[src/rtl/rx_uart_pkg.sv]
// Shared types and helpers for the UART frame receiver: FSM states, parity modes, FIFO count width.
package rx_uart_pkg;

    typedef enum logic [2:0] {
        IDLE,
        START,
        DATA,
        PARITY,
        STOP,
        PUSH,
        WAIT_IDLE
    } rx_state_t;

    localparam int unsigned PARITY_NONE = 0;
    localparam int unsigned PARITY_EVEN = 1;
    localparam int unsigned PARITY_ODD  = 2;

    // Occupancy counter must represent 0..depth inclusive.
    function automatic int unsigned count_width(input int unsigned depth);
        return $clog2(depth) + 1;
    endfunction

endpackage

[src/rtl/rx_uart_fifo.sv]
// Synchronous show-ahead FIFO: head word visible on rdata while non-empty, 0 when empty.
module rx_uart_fifo
    import rx_uart_pkg::*;
#(
    parameter int unsigned WIDTH = 8,
    parameter int unsigned DEPTH = 4
) (
    input  logic                            clk,
    input  logic                            rst,
    input  logic                            push,
    input  logic                            pop,
    input  logic [WIDTH-1:0]                wdata,
    output logic [WIDTH-1:0]                rdata,
    output logic                            full,
    output logic                            empty,
    output logic [count_width(DEPTH)-1:0]   count
);

    localparam int unsigned AW   = $clog2(DEPTH);
    localparam int unsigned CNTW = count_width(DEPTH);

    logic [WIDTH-1:0] mem [DEPTH];
    logic [AW-1:0]    wr_ptr;
    logic [AW-1:0]    rd_ptr;
    logic             do_push;
    logic             do_pop;

    // A push into a full FIFO is accepted only when the head leaves in the same cycle.
    assign do_push = push && (!full || pop);
    assign do_pop  = pop && !empty;

    always_ff @(posedge clk) begin
        if (rst) begin
            wr_ptr <= '0;
            rd_ptr <= '0;
            count  <= '0;
        end else begin
            if (do_push) begin
                mem[wr_ptr] <= wdata;
                wr_ptr      <= wr_ptr + AW'(1);
            end
            if (do_pop) begin
                rd_ptr <= rd_ptr + AW'(1);
            end
            count <= count + CNTW'(do_push) - CNTW'(do_pop);
        end
    end

    assign full  = (count == CNTW'(DEPTH));
    assign empty = (count == '0);
    assign rdata = empty ? '0 : mem[rd_ptr];

endmodule

[src/rtl/rx_uart_frame_receiver.sv]
// UART receiver: synchroniser, mid-bit sampling deframer and output FIFO.
// Define RX_UART_MAJORITY_EN for 2-of-3 majority bit decisions around the mid-bit point.
module rx_uart_frame_receiver
    import rx_uart_pkg::*;
#(
    parameter int unsigned CLKS_PER_BIT = 16,
    parameter int unsigned DATA_BITS    = 8,
    parameter int unsigned PARITY_MODE  = 0,
    parameter int unsigned STOP_BITS    = 1,
    parameter int unsigned FIFO_DEPTH   = 4
) (
    input  logic                                clk,
    input  logic                                rst,
    input  logic                                bit_serial,
    output logic [DATA_BITS-1:0]                out_data,
    output logic                                out_valid,
    input  logic                                out_ready,
    output logic [count_width(FIFO_DEPTH)-1:0]  fifo_count,
    output logic                                err_frame,
    output logic                                err_parity,
    output logic                                err_overrun
);

    localparam int unsigned HALF = CLKS_PER_BIT / 2;
    localparam int unsigned CW   = $clog2(CLKS_PER_BIT);
    localparam int unsigned BW   = $clog2(DATA_BITS);

    rx_state_t           state;
    logic                sync1;
    logic                sync2;
    logic                prev;
    logic [CW-1:0]       clk_cnt;
    logic [BW-1:0]       bit_cnt;
    logic                stop_cnt;
    logic [DATA_BITS-1:0] shreg;
    logic                parity_bad;
    logic                bit_val;
    logic                tick;
    logic                push;
    logic                pop;
    logic                full;
    logic                empty;

    // Decisions are taken one clock after mid-bit so both sampling modes share identical timing.
`ifdef RX_UART_MAJORITY_EN
    logic prev2;

    always_ff @(posedge clk) begin
        prev2 <= rst ? 1'b1 : prev;
    end

    assign bit_val = (sync2 & prev) | (sync2 & prev2) | (prev & prev2);
`else
    assign bit_val = prev;
`endif

    assign tick = (state == START) ? (clk_cnt == CW'(HALF)) : (clk_cnt == CW'(CLKS_PER_BIT - 1));
    assign push = (state == PUSH);
    assign pop  = out_valid && out_ready;

    always_ff @(posedge clk) begin
        if (rst) begin
            sync1       <= 1'b1;
            sync2       <= 1'b1;
            prev        <= 1'b1;
            state       <= IDLE;
            clk_cnt     <= '0;
            bit_cnt     <= '0;
            stop_cnt    <= 1'b0;
            shreg       <= '0;
            parity_bad  <= 1'b0;
            err_frame   <= 1'b0;
            err_parity  <= 1'b0;
            err_overrun <= 1'b0;
        end else begin
            sync1       <= bit_serial;
            sync2       <= sync1;
            prev        <= sync2;
            err_frame   <= 1'b0;
            err_parity  <= 1'b0;
            err_overrun <= 1'b0;
            clk_cnt     <= tick ? '0 : clk_cnt + CW'(1);

            case (state)
                IDLE: begin
                    clk_cnt <= '0;
                    if (prev && !sync2) begin
                        state <= START;
                    end
                end
                START: begin
                    if (tick) begin
                        bit_cnt <= '0;
                        state   <= bit_val ? IDLE : DATA;
                    end
                end
                DATA: begin
                    if (tick) begin
                        shreg      <= {bit_val, shreg[DATA_BITS-1:1]};
                        bit_cnt    <= bit_cnt + BW'(1);
                        parity_bad <= 1'b0;
                        stop_cnt   <= 1'b0;
                        if (bit_cnt == BW'(DATA_BITS - 1)) begin
                            state <= (PARITY_MODE == PARITY_NONE) ? STOP : PARITY;
                        end
                    end
                end
                PARITY: begin
                    if (tick) begin
                        parity_bad <= ((^shreg) ^ bit_val) != (PARITY_MODE == PARITY_ODD);
                        state      <= STOP;
                    end
                end
                STOP: begin
                    // A low stop bit wins over a parity failure and parks until the line recovers.
                    if (tick) begin
                        if (!bit_val) begin
                            err_frame <= 1'b1;
                            state     <= WAIT_IDLE;
                        end else if (stop_cnt == 1'(STOP_BITS - 1)) begin
                            if (parity_bad) begin
                                err_parity <= 1'b1;
                                state      <= IDLE;
                            end else begin
                                state <= PUSH;
                            end
                        end else begin
                            stop_cnt <= stop_cnt + 1'b1;
                        end
                    end
                end
                PUSH: begin
                    err_overrun <= full && !pop;
                    state       <= IDLE;
                end
                WAIT_IDLE: begin
                    if (sync2) begin
                        state <= IDLE;
                    end
                end
                default: state <= IDLE;
            endcase
        end
    end

    rx_uart_fifo #(
        .WIDTH (DATA_BITS),
        .DEPTH (FIFO_DEPTH)
    ) u_fifo (
        .clk   (clk),
        .rst   (rst),
        .push  (push),
        .pop   (pop),
        .wdata (shreg),
        .rdata (out_data),
        .full  (full),
        .empty (empty),
        .count (fifo_count)
    );

    assign out_valid = !empty;

endmodule
[config.mk]
export PLATFORM = sky130hd
export DESIGN_NAME = rx_uart_frame_receiver
export DESIGN_NICKNAME = d
export VERILOG_FILES = /design/src/rtl/rx_uart_pkg.sv /design/src/rtl/rx_uart_fifo.sv /design/src/rtl/rx_uart_frame_receiver.sv
export SDC_FILE = /design/constraint.sdc
export NUM_CORES = 1
export LEC_CHECK = 0
export ABC_AREA = 1
export ABC_CLOCK_PERIOD_IN_PS = 5950
export CAP_MARGIN = 20
export CORE_MARGIN = 1.5
export CORE_UTILIZATION = 45
export CTS_BUF_LIST = sky130_fd_sc_hd__clkbuf_8
export DETAILED_ROUTE_END_ITERATION = 7
export MAX_ROUTING_LAYER = met4
export PLACE_DENSITY = 0.65
export SYNTH_ARGS = -nofsm -noshare
export SYNTH_HDL_FRONTEND = slang
export SYNTH_HIERARCHICAL = 1
export SYNTH_SLANG_ARGS = --single-unit
[constraint.sdc]
create_clock -name clk -period 5.95 [get_ports clk]
set_input_delay 1.19 -clock clk [delete_from_list [all_inputs] [get_ports clk]]
set_output_delay 1.19 -clock clk [all_outputs]
set_load 0.02 [all_outputs]
==> Word level (Yosys, flattened, before mapping) <==
Memory sizes are Yosys's and may differ from the RTL's. A register that Yosys moved wholly into a read port is not among the register bits.
Cells that the tools add are included.
{ "word_totals": {"ff_bits": 33, "ram_bits": 32, "inputBits": 4, "output_inout_bits": 15, "word_cells": 103, "n_memories": 1} }
{ "mem_list": {"columns": ["memory", "depth", "width", "rd", "rd_clocked_by_memory_dff", "write_ports", "line", "source"], "rows": [
  ["u_fifo.mem", 4, 8, 1, 1, 1, "rx_uart_fifo.sv:22", "logic [WIDTH-1:0] mem [DEPTH];"]
]} }
{ "op_classes": {"n_addsub": 7, "n_eq_ne": 19, "mux": 31, "bitwise": 5, "n_reduce_logical": 25} }
{ "op_table": {"columns": ["op", "n"], "rows": [
  ["$mux 3", 12],
  ["$pmux 3 s6", 1],
  ["$ne 2x2->1 const B", 8],
  ["$eq 3x3->1 const B", 5],
  ["$mux 1", 11],
  ["$eq 4x4->1 const B", 2],
  ["$mux 8", 1],
  ["$reduce_and 8->1", 1],
  ["$reduce_xor 8->1", 1],
  ["$eq 3x2->1 const B", 2],
  ["$logic_not 3->1", 2],
  ["$mux 2", 3],
  ["$pmux 3 s2", 1],
  ["$reduce_and 3->1", 2],
  ["$reduce_bool 2->1", 3],
  ["$reduce_or 3->1", 2],
  ["$logic_and 1x1->1", 5],
  ["$reduce_or 5->1", 1],
  ["$add 2x1->2 const B", 2],
  ["$add 4x1->4 const B", 1],
  ["$logic_not 1->1", 4],
  ["$not 1->1", 4],
  ["$pmux 1 s2", 2],
  ["$reduce_and 4->1", 1],
  ["10 further kinds", 10]
]} }

==> Longest topological paths before layout <==
Gate-level depths: netlist of the first run.
{ "depth": {"depth_word": 8, "mapped_depth": 13, "depth_no_buf": 13} }

==> Modules after synthesis <==
The synthesis of the first run kept the hierarchy.
{ "modules_own_cells": {"columns": ["mod", "n_inst", "cells_each", "area_each_um2", "seq_area_each_um2"], "rows": [
  ["rx_uart_fifo", 1, 166, 1761.7, 1141.1],
  ["rx_uart_frame_receiver", 1, 172, 1237.4, 500.5]
]} }

==> Worst setup path before layout of the first run <==
OpenSTA, ideal clock, no wires.
{ "synth_timing": {"kind": "input to register", "start": "in out_ready", "end": "reg u_fifo.count[2]", "setup_time_ps": 114, "t_arrival_ps": 2698, "t_required_ps": 5836, "slack_ps": 3138, "cell_stages": 11, "n_path_buf": 0, "cell_sequence": "inv_1 -> nor2_1 -> inv_1 -> nand3_2 -> nand2_1 -> ha_1 -> inv_1 -> ha_1 -> fa_1 -> xor2_1 -> nor2_1"} }
{ "synth_between": {"elab_chain_len": 5, "elab_cells_between_ends": 6, "cone_classes": "add/sub (2); reduce/logical (4)"} }
{ "synth_lines": {"columns": ["element", "line", "source"], "rows": [
  ["start: declaration", "rx_uart_frame_receiver.sv:17", "input logic out_ready,"],
  ["$logic_and 1x1->1 (*)", "rx_uart_frame_receiver.sv:59", "assign pop = out_valid && out_ready;"],
  ["net pop", "rx_uart_frame_receiver.sv:40", "logic pop;"],
  ["$logic_or 1x1->1", "rx_uart_fifo.sv:29", "assign do_push = push && (!full || pop);"],
  ["$logic_and 1x1->1", "rx_uart_fifo.sv:29", null],
  ["$add 3x1->3", "rx_uart_fifo.sv:45", "count <= count + CNTW'(do_push) - CNTW'(do_pop);"],
  ["$sub 3x1->3 (*)", "rx_uart_fifo.sv:45", null],
  ["end signal: assignment", "rx_uart_fifo.sv:45", null],
  ["end: declaration", "rx_uart_fifo.sv:16", "output logic [count_width(DEPTH)-1:0] count"]
]} }
The timed path passes the listed nets; every way through them passes the cells marked *.
A chain may end at the register's enable or synchronous reset.

==> summary.md, run 1 <==
| Metric | Value |
|---|---|
| Root buffer cell | `clkbuf_8` |
| Post-synthesis mux area share | `0` |
| Residual DRC count | `0` |
| Top cell type by total area after synthesis | `edfxtp_1` |
| Slew Limit Fails | `0` |
| Status | `finished, final reports clean` |
| IO Pins | `19` |
| Non-filler cells in the finished layout | `442` |
| Chip Height | `84.6 um` |
| Hold Path Class | `reg2reg` |
| CTS Hold Bufs | `0` |
| Routed Antenna Nets | `0` |
| Synth area leaders | `edfxtp_1 32%, dfxtp_1 23%, nor2_1 9.3%` |
| Worst Path Required | `4760 ps` |
| Max cap viols | `0` |
| Synth Area in Adders | `0.0442` |
| First-pass GRT wire length | `9.64 mm` |
| CTS tree | `yes` |
| Period utilization | `0.561` |
| Maximum clock frequency | `299 MHz` |
| Initial DRC count | `153` |
| Switching fraction of total power | `0.297` |
| Syn nets | `352` |
| Post-synth top area share | `0.320` |
| Compound-Gate Fraction of Synth Area | `0.0914` |
| Input/output buffers | `18` |
| Critical path class | `reg2out` |
| Final Util | `0.535` |
| Max stage delay on crit path | `670 ps` |
| Hold Path Stages | `1` |
| Die Wd | `84.6 um` |
| Largest family of logic cells by synthesized area | `simple AND/OR/NAND/NOR gates` |
| P&R area growth vs syn | `13.9%` |
| Multi-input logic area | `1120 um^2` |
| Slew of the pin with the lowest slew margin | `727 ps` |
| RSZ-0062 raised after global routing | `false` |
| Total stage count of the critical path | `4` |
| DIE AREA | `7160 um^2` |
| Crit-path max FO | `17` |
| Final setup viols | `0` |
| Critical path cell sequence | `inv_2, o21ai_0, a21oi_1, clkdlybuf4s50_1` |
| Worst hold path endpoint | `sync2$_SDFF_PP1_` |
| Worst-path clk slew | `70 ps` |
| Worst setup margin | `2610 ps` |
| Clock Skews | `10.5 ps` |
| CP arrival | `2150 ps` |
| Initial Util | `0.470` |
| Switch Pwr | `0.000337 W` |
| DRT Wirelength | `5.71 mm` |
| Syn Inst Count | `338` |
| Core Footprint | `6390 um^2` |
| Reg power frac | `0.460` |
| Flip-flop and latch area | `1640 um^2` |
| Tmin final | `3340 ps` |
| Buf/Inv on CP | `2` |
| Relative slew margins | `0.512` |
| Simple-Gate Fraction of Synth Area | `0.214` |
| Clock latency on the worst-skew pair | `330 ps` |
| Cell total after placement | `426` |
| Final Hold Violating Endpoints | `0` |
| Syn avg cell area | `8.87 um^2` |
| Detail Placement HPWL | `4.05 mm` |
| R2R depth | `9` |
| Area post-placement | `3210 um^2` |
| WL/cell | `12.9 um` |
| Internal | `0.000798 W` |
| Max Buffers Root-to-Sink | `2` |
| Vias in the first global route | `2,154` |
| Slowest stage cell, crit path | `dfxtp_1` |
| Start of the worst register-to-register path | `state[0]$_SDFFE_PP0P_` |
| Drt pass-1 iters | `4` |
| Commonest cells after routing, fill and taps aside | `74 x nor2_1, 44 x nand2_1, 41 x inv_1, 34 x dfxtp_1, 32 x edfxtp_1` |
| Clock sink total | `66` |
| Cell Rows | `29` |
| Pleak | `1.37 nW` |
| Synthesized cell area | `3000 um^2` |
| # diodes | `0` |
| Type of destination of the critical path | `output pin` |
| Commonest non-fill, non-tap cell in the layout | `nor2_1` |
| Seq/Total Area, Yosys | `0.547` |
| Number of distinct library cells after synthesis | `29` |
| Ratio of cells with drive above 1 in the final layout | `0.0959` |
| TNS Setup | `0 ps` |
| Net count, final | `374` |
| Pre-CTS setup slack | `2480 ps` |
| Num CTS Buffers | `9` |
| Via Count | `2,189` |
| Via density per instance | `4.95` |
| Setup crit start kind | `register` |
| Hold Startpoint | `sync1$_SDFF_PP1_` |
| R2R setup slack | `3370 ps` |
| # H-tree levels | `3` |
| Largest net degree at the start of global routing | `18` |
| Synthesized flop and latch total | `66` |
| PD cells | `332 nW/um^2` |
| Resized cells post-CTS | `0` |
| Fill count | `586` |
| Crit Reg-Reg Endpoint | `u_fifo/count[2]$_SDFF_PP0_` |
| Ys Warns | `6` |
| XOR/XNOR Fraction of Synth Area | `0.0234` |
| Clock power frac | `0.346` |
| Post-CTS Setup Bufs | `0` |
| Max rail drop VDD | `0.000241 V` |
| GPL Wtd Cong | `0.918` |
| Post-layout instance area | `3420 um^2` |
| Top Family by Delay on Critical Path | `buffers and inverters` |
| GR Util All Layers | `0.183` |
| Logic pwr share | `0.194` |
| Antenna violations before repair | `0` |
| Congestion Overflow GR | `0` |
[how the worst max path moves through the flow]
stage / startpoint / end / slack (ps)
after CTS: register / out_data[2] / 2540
final: register / out_data[2] / 2610
after floorplan: out_ready / u_fifo/count[2]$_SDFF_PP0_ / 3140
after global routing: register / out_data[2] / 2450
after global placement: out_ready / u_fifo/count[2]$_SDFF_PP0_ / 2570
after detailed placement: out_ready / u_fifo/count[2]$_SDFF_PP0_ / 2480
[power by group through the flow]
stage / sequential, W / clock, W / combinational [W]
2_1_floorplan: 0.000525 / 0 / 0.000167
3_3_place_gp: 0.000529 / 0 / 0.000217
3_5_place_dp: 0.000530 / 0 / 0.000219
4_1_cts: 0.000520 / 0.000404 / 0.000220
5_1_grt: 0.000524 / 0.000424 / 0.000253
6_report: 0.000521 / 0.000392 / 0.000221
[cells in the mapped netlist]
cell type	count
nor2_1	74
nand2_1	44
inv_1	40
dfxtp_1	34
edfxtp_1	32
a21oi_1	22
nand3_1	16
o21ai_0	13
o21ai_1	13
ha_1	9
nand2_2	6
inv_2	4
xnor2_1	4
xor2_1	4
a21oi_2	3
buf_6	3
buf_4	2
nand3_2	2
nor2_2	2
or2_2	2
buf_8	1
clkbuf_1	1
fa_1	1
inv_4	1
nand3_4	1
nand4_1	1
nor3_1	1
nor3b_1	1
o211ai_1	1
[area by class of cell]
type	instances	area share
inverters	45	0.0502
flip-flops and latches	66	0.480
well taps	77	0.0282
repair buffers	18	0.0527
clock buffers	9	0.0363
clock inverters	7	0.0249
multi-input cells	220	0.327
[state kept, by name (all words and copies together), names as in the netlist, 2 cells and up, named ones only]
| signal | cells |
|---|---|
| state | 3 |
| u_fifo/mem | 32 |
| clk_cnt | 4 |
| u_fifo/wr_ptr | 2 |
| u_fifo/rd_ptr | 2 |
| bit_cnt | 3 |
| shreg | 8 |
| u_fifo/count | 3 |
[cells by family after synthesis]
logic type | count (synthesis)
adders and majority gates | 10
AOI/OAI and AO/OA | 52
buffers and inverters | 52
DFF | 66
and+or+nand+nor | 150
xor gates and xnor gates | 8
[per-layer routing]
layer / GRT usage / routed length (um) / share of wire
met1: 0.198 / 2550 / 0.45
met2: 0.310 / 2870 / 0.50
met3: 0.0570 / 209 / 0.037
met4: 0.0777 / 89 / 0.016
met5: - / 0 / 0
[stage by stage]
step / hold WS [ps] / total power [W]
floorplan: 389 / 0.000692
global placement: 401 / 0.000747
detailed placement: 401 / 0.000749
CTS: 422 / 0.00114
global route: 438 / 0.00120
finish: 418 / 0.00113
No activity file was read; power rests on OpenSTA's default activity.
==> run 2, diff against run 1 <==
- ABC_CLOCK_PERIOD_IN_PS: 5950 -> 3270
- clock period: 5.95 -> 3.27 ns (I/O delays scaled with it)
==> summary.md, run 2 (same netlist as run 1, synthesis figures left out) <==
| Metric | Value |
|---|---|
| Net count, final | `378` |
| Vias in the first global route | `2,092` |
| Non-filler cells in the finished layout | `446` |
| Max rail drop VDD | `0.000409 V` |
| Hold Path Class | `reg2reg` |
| Post-CTS Setup Bufs | `0` |
| Chip Height | `84.6 um` |
| Final Util | `0.536` |
| Clock sink total | `66` |
| Hold_ws | `418 ps` |
| Commonest cells after routing, fill and taps aside | `74 x nor2_1, 44 x nand2_1, 41 x inv_1, 34 x dfxtp_1, 32 x edfxtp_1` |
| Root buffer cell | `clkbuf_8` |
| Flip-flop and latch area | `1640 um^2` |
| Commonest non-fill, non-tap cell in the layout | `nor2_1` |
| WL/cell | `11.8 um` |
| Relative slew margins | `0.531` |
| Pleak | `1.37 nW` |
| Final Hold Violating Endpoints | `0` |
| Type of destination of the critical path | `output pin` |
| Core Footprint | `6390 um^2` |
| Slowest stage cell, crit path | `dfxtp_1` |
| IO Pins | `19` |
| Reg with most FFs | `u_fifo/mem` |
| Fill count | `579` |
| Slew Limit Fails | `0` |
| Total power | `0.00199 W` |
| Residual DRC count | `0` |
| Slew of the pin with the lowest slew margin | `700 ps` |
| GR Util All Layers | `0.168` |
| Multi-input logic area | `1120 um^2` |
| Max FFs per register | `32` |
| Max cap viols | `0` |
| Hold Startpoint | `sync1$_SDFF_PP1_` |
| Start of the worst register-to-register path | `u_fifo/count[2]$_SDFF_PP0_` |
| CP arrival | `2170 ps` |
| PD cells | `582 nW/um^2` |
| Input/output buffers | `18` |
| Initial Util | `0.470` |
| Top Registers | `u_fifo/mem x32, shreg x8, clk_cnt x4` |
| GPL Wtd Cong | `0.867` |
| Cell Rows | `29` |
| # H-tree levels | `3` |
| Ratio of cells with drive above 1 in the final layout | `0.103` |
| Critical path class | `reg2out` |
| Cell total after placement | `430` |
| Crit-path max FO | `17` |
| Period utilization | `0.863` |
| Tmin final | `2820 ps` |
| Detail Placement HPWL | `3.64 mm` |
| Worst-path clk slew | `70 ps` |
| Antenna violations before repair | `0` |
| Resized cells post-CTS | `0` |
| Die Wd | `84.6 um` |
| P&R area growth vs syn | `14.1%` |
| RSZ-0062 raised after global routing | `false` |
| # diodes | `0` |
| Setup crit start kind | `register` |
| Final setup viols | `0` |
| DIE AREA | `7160 um^2` |
| Via Count | `2,143` |
| Drt pass-1 iters | `4` |
| Status | `finished, final reports clean` |
| Congestion Overflow GR | `0` |
| DRT Wirelength | `5.25 mm` |
| TNS Setup | `0 ps` |
| Largest net degree at the start of global routing | `18` |
| Via density per instance | `4.80` |
| First-pass GRT wire length | `9.08 mm` |
| Routed Antenna Nets | `0` |
| Max stage delay on crit path | `700 ps` |
| Initial DRC count | `119` |
| CTS Hold Bufs | `0` |
| CTS tree | `yes` |
| Num CTS Buffers | `9` |
| Clock latency on the worst-skew pair | `340 ps` |
| Worst Path Required | `2620 ps` |
| Clock Skews | `5.15 ps` |
| Critical path cell sequence | `inv_2, o21ai_0, a21oi_1, clkdlybuf4s50_1` |
| Maximum clock frequency | `354 MHz` |
| Max Buffers Root-to-Sink | `2` |
[run 2: final cells by class]
cell class                 count  share of cell area
multi-input combinational    220               0.327
tap                           77              0.0281
clock inverter                 7              0.0179
timing repair buffer          22              0.0614
sequential                    66               0.480
clock buffer                   9              0.0362
inverter                      45              0.0501
[run 2: stage by stage]
step	instance area, um^2	setup slack [ps]
floorplan	3000	900
global placement	3240	472
detailed placement	3240	392
CTS	3420	401
global route	3420	216
finish	3420	448
[run 2: routing by layer]
layer / share of wire / wire length, um / track usage
met1: 0.47 / 2490 / 0.195
met4: 0.022 / 117 / 0.0938
met3: 0.024 / 124 / 0.0383
met5: 0 / 0 / -
met2: 0.48 / 2520 / 0.268
[run 2: worst paths after layout]
path	end	slack, ps	depth (start not counted)
max	out_data[6]	450	4
min	sync2$_SDFF_PP1_	420	1
max reg2reg	u_fifo/count[2]$_SDFF_PP0_	820	13
min reg2reg	sync2$_SDFF_PP1_	420	1
[run 2: worst max-delay path: cells and delay by family (launching register included)]
| kind | cells | cell delay (ps) |
|---|---|---|
| AOI/OAI and AO/OA | 2 | 330 |
| buffers and inverters | 2 | 790 |
| DFF | 1 | 700 |
[run 2: power breakdown]
part | switching, W | internal, W
logic | 0.000260 | 0.000136
registers | 0.0000487 | 0.000898
clock network | 0.000305 | 0.000342
total | 0.000614 | 0.00138
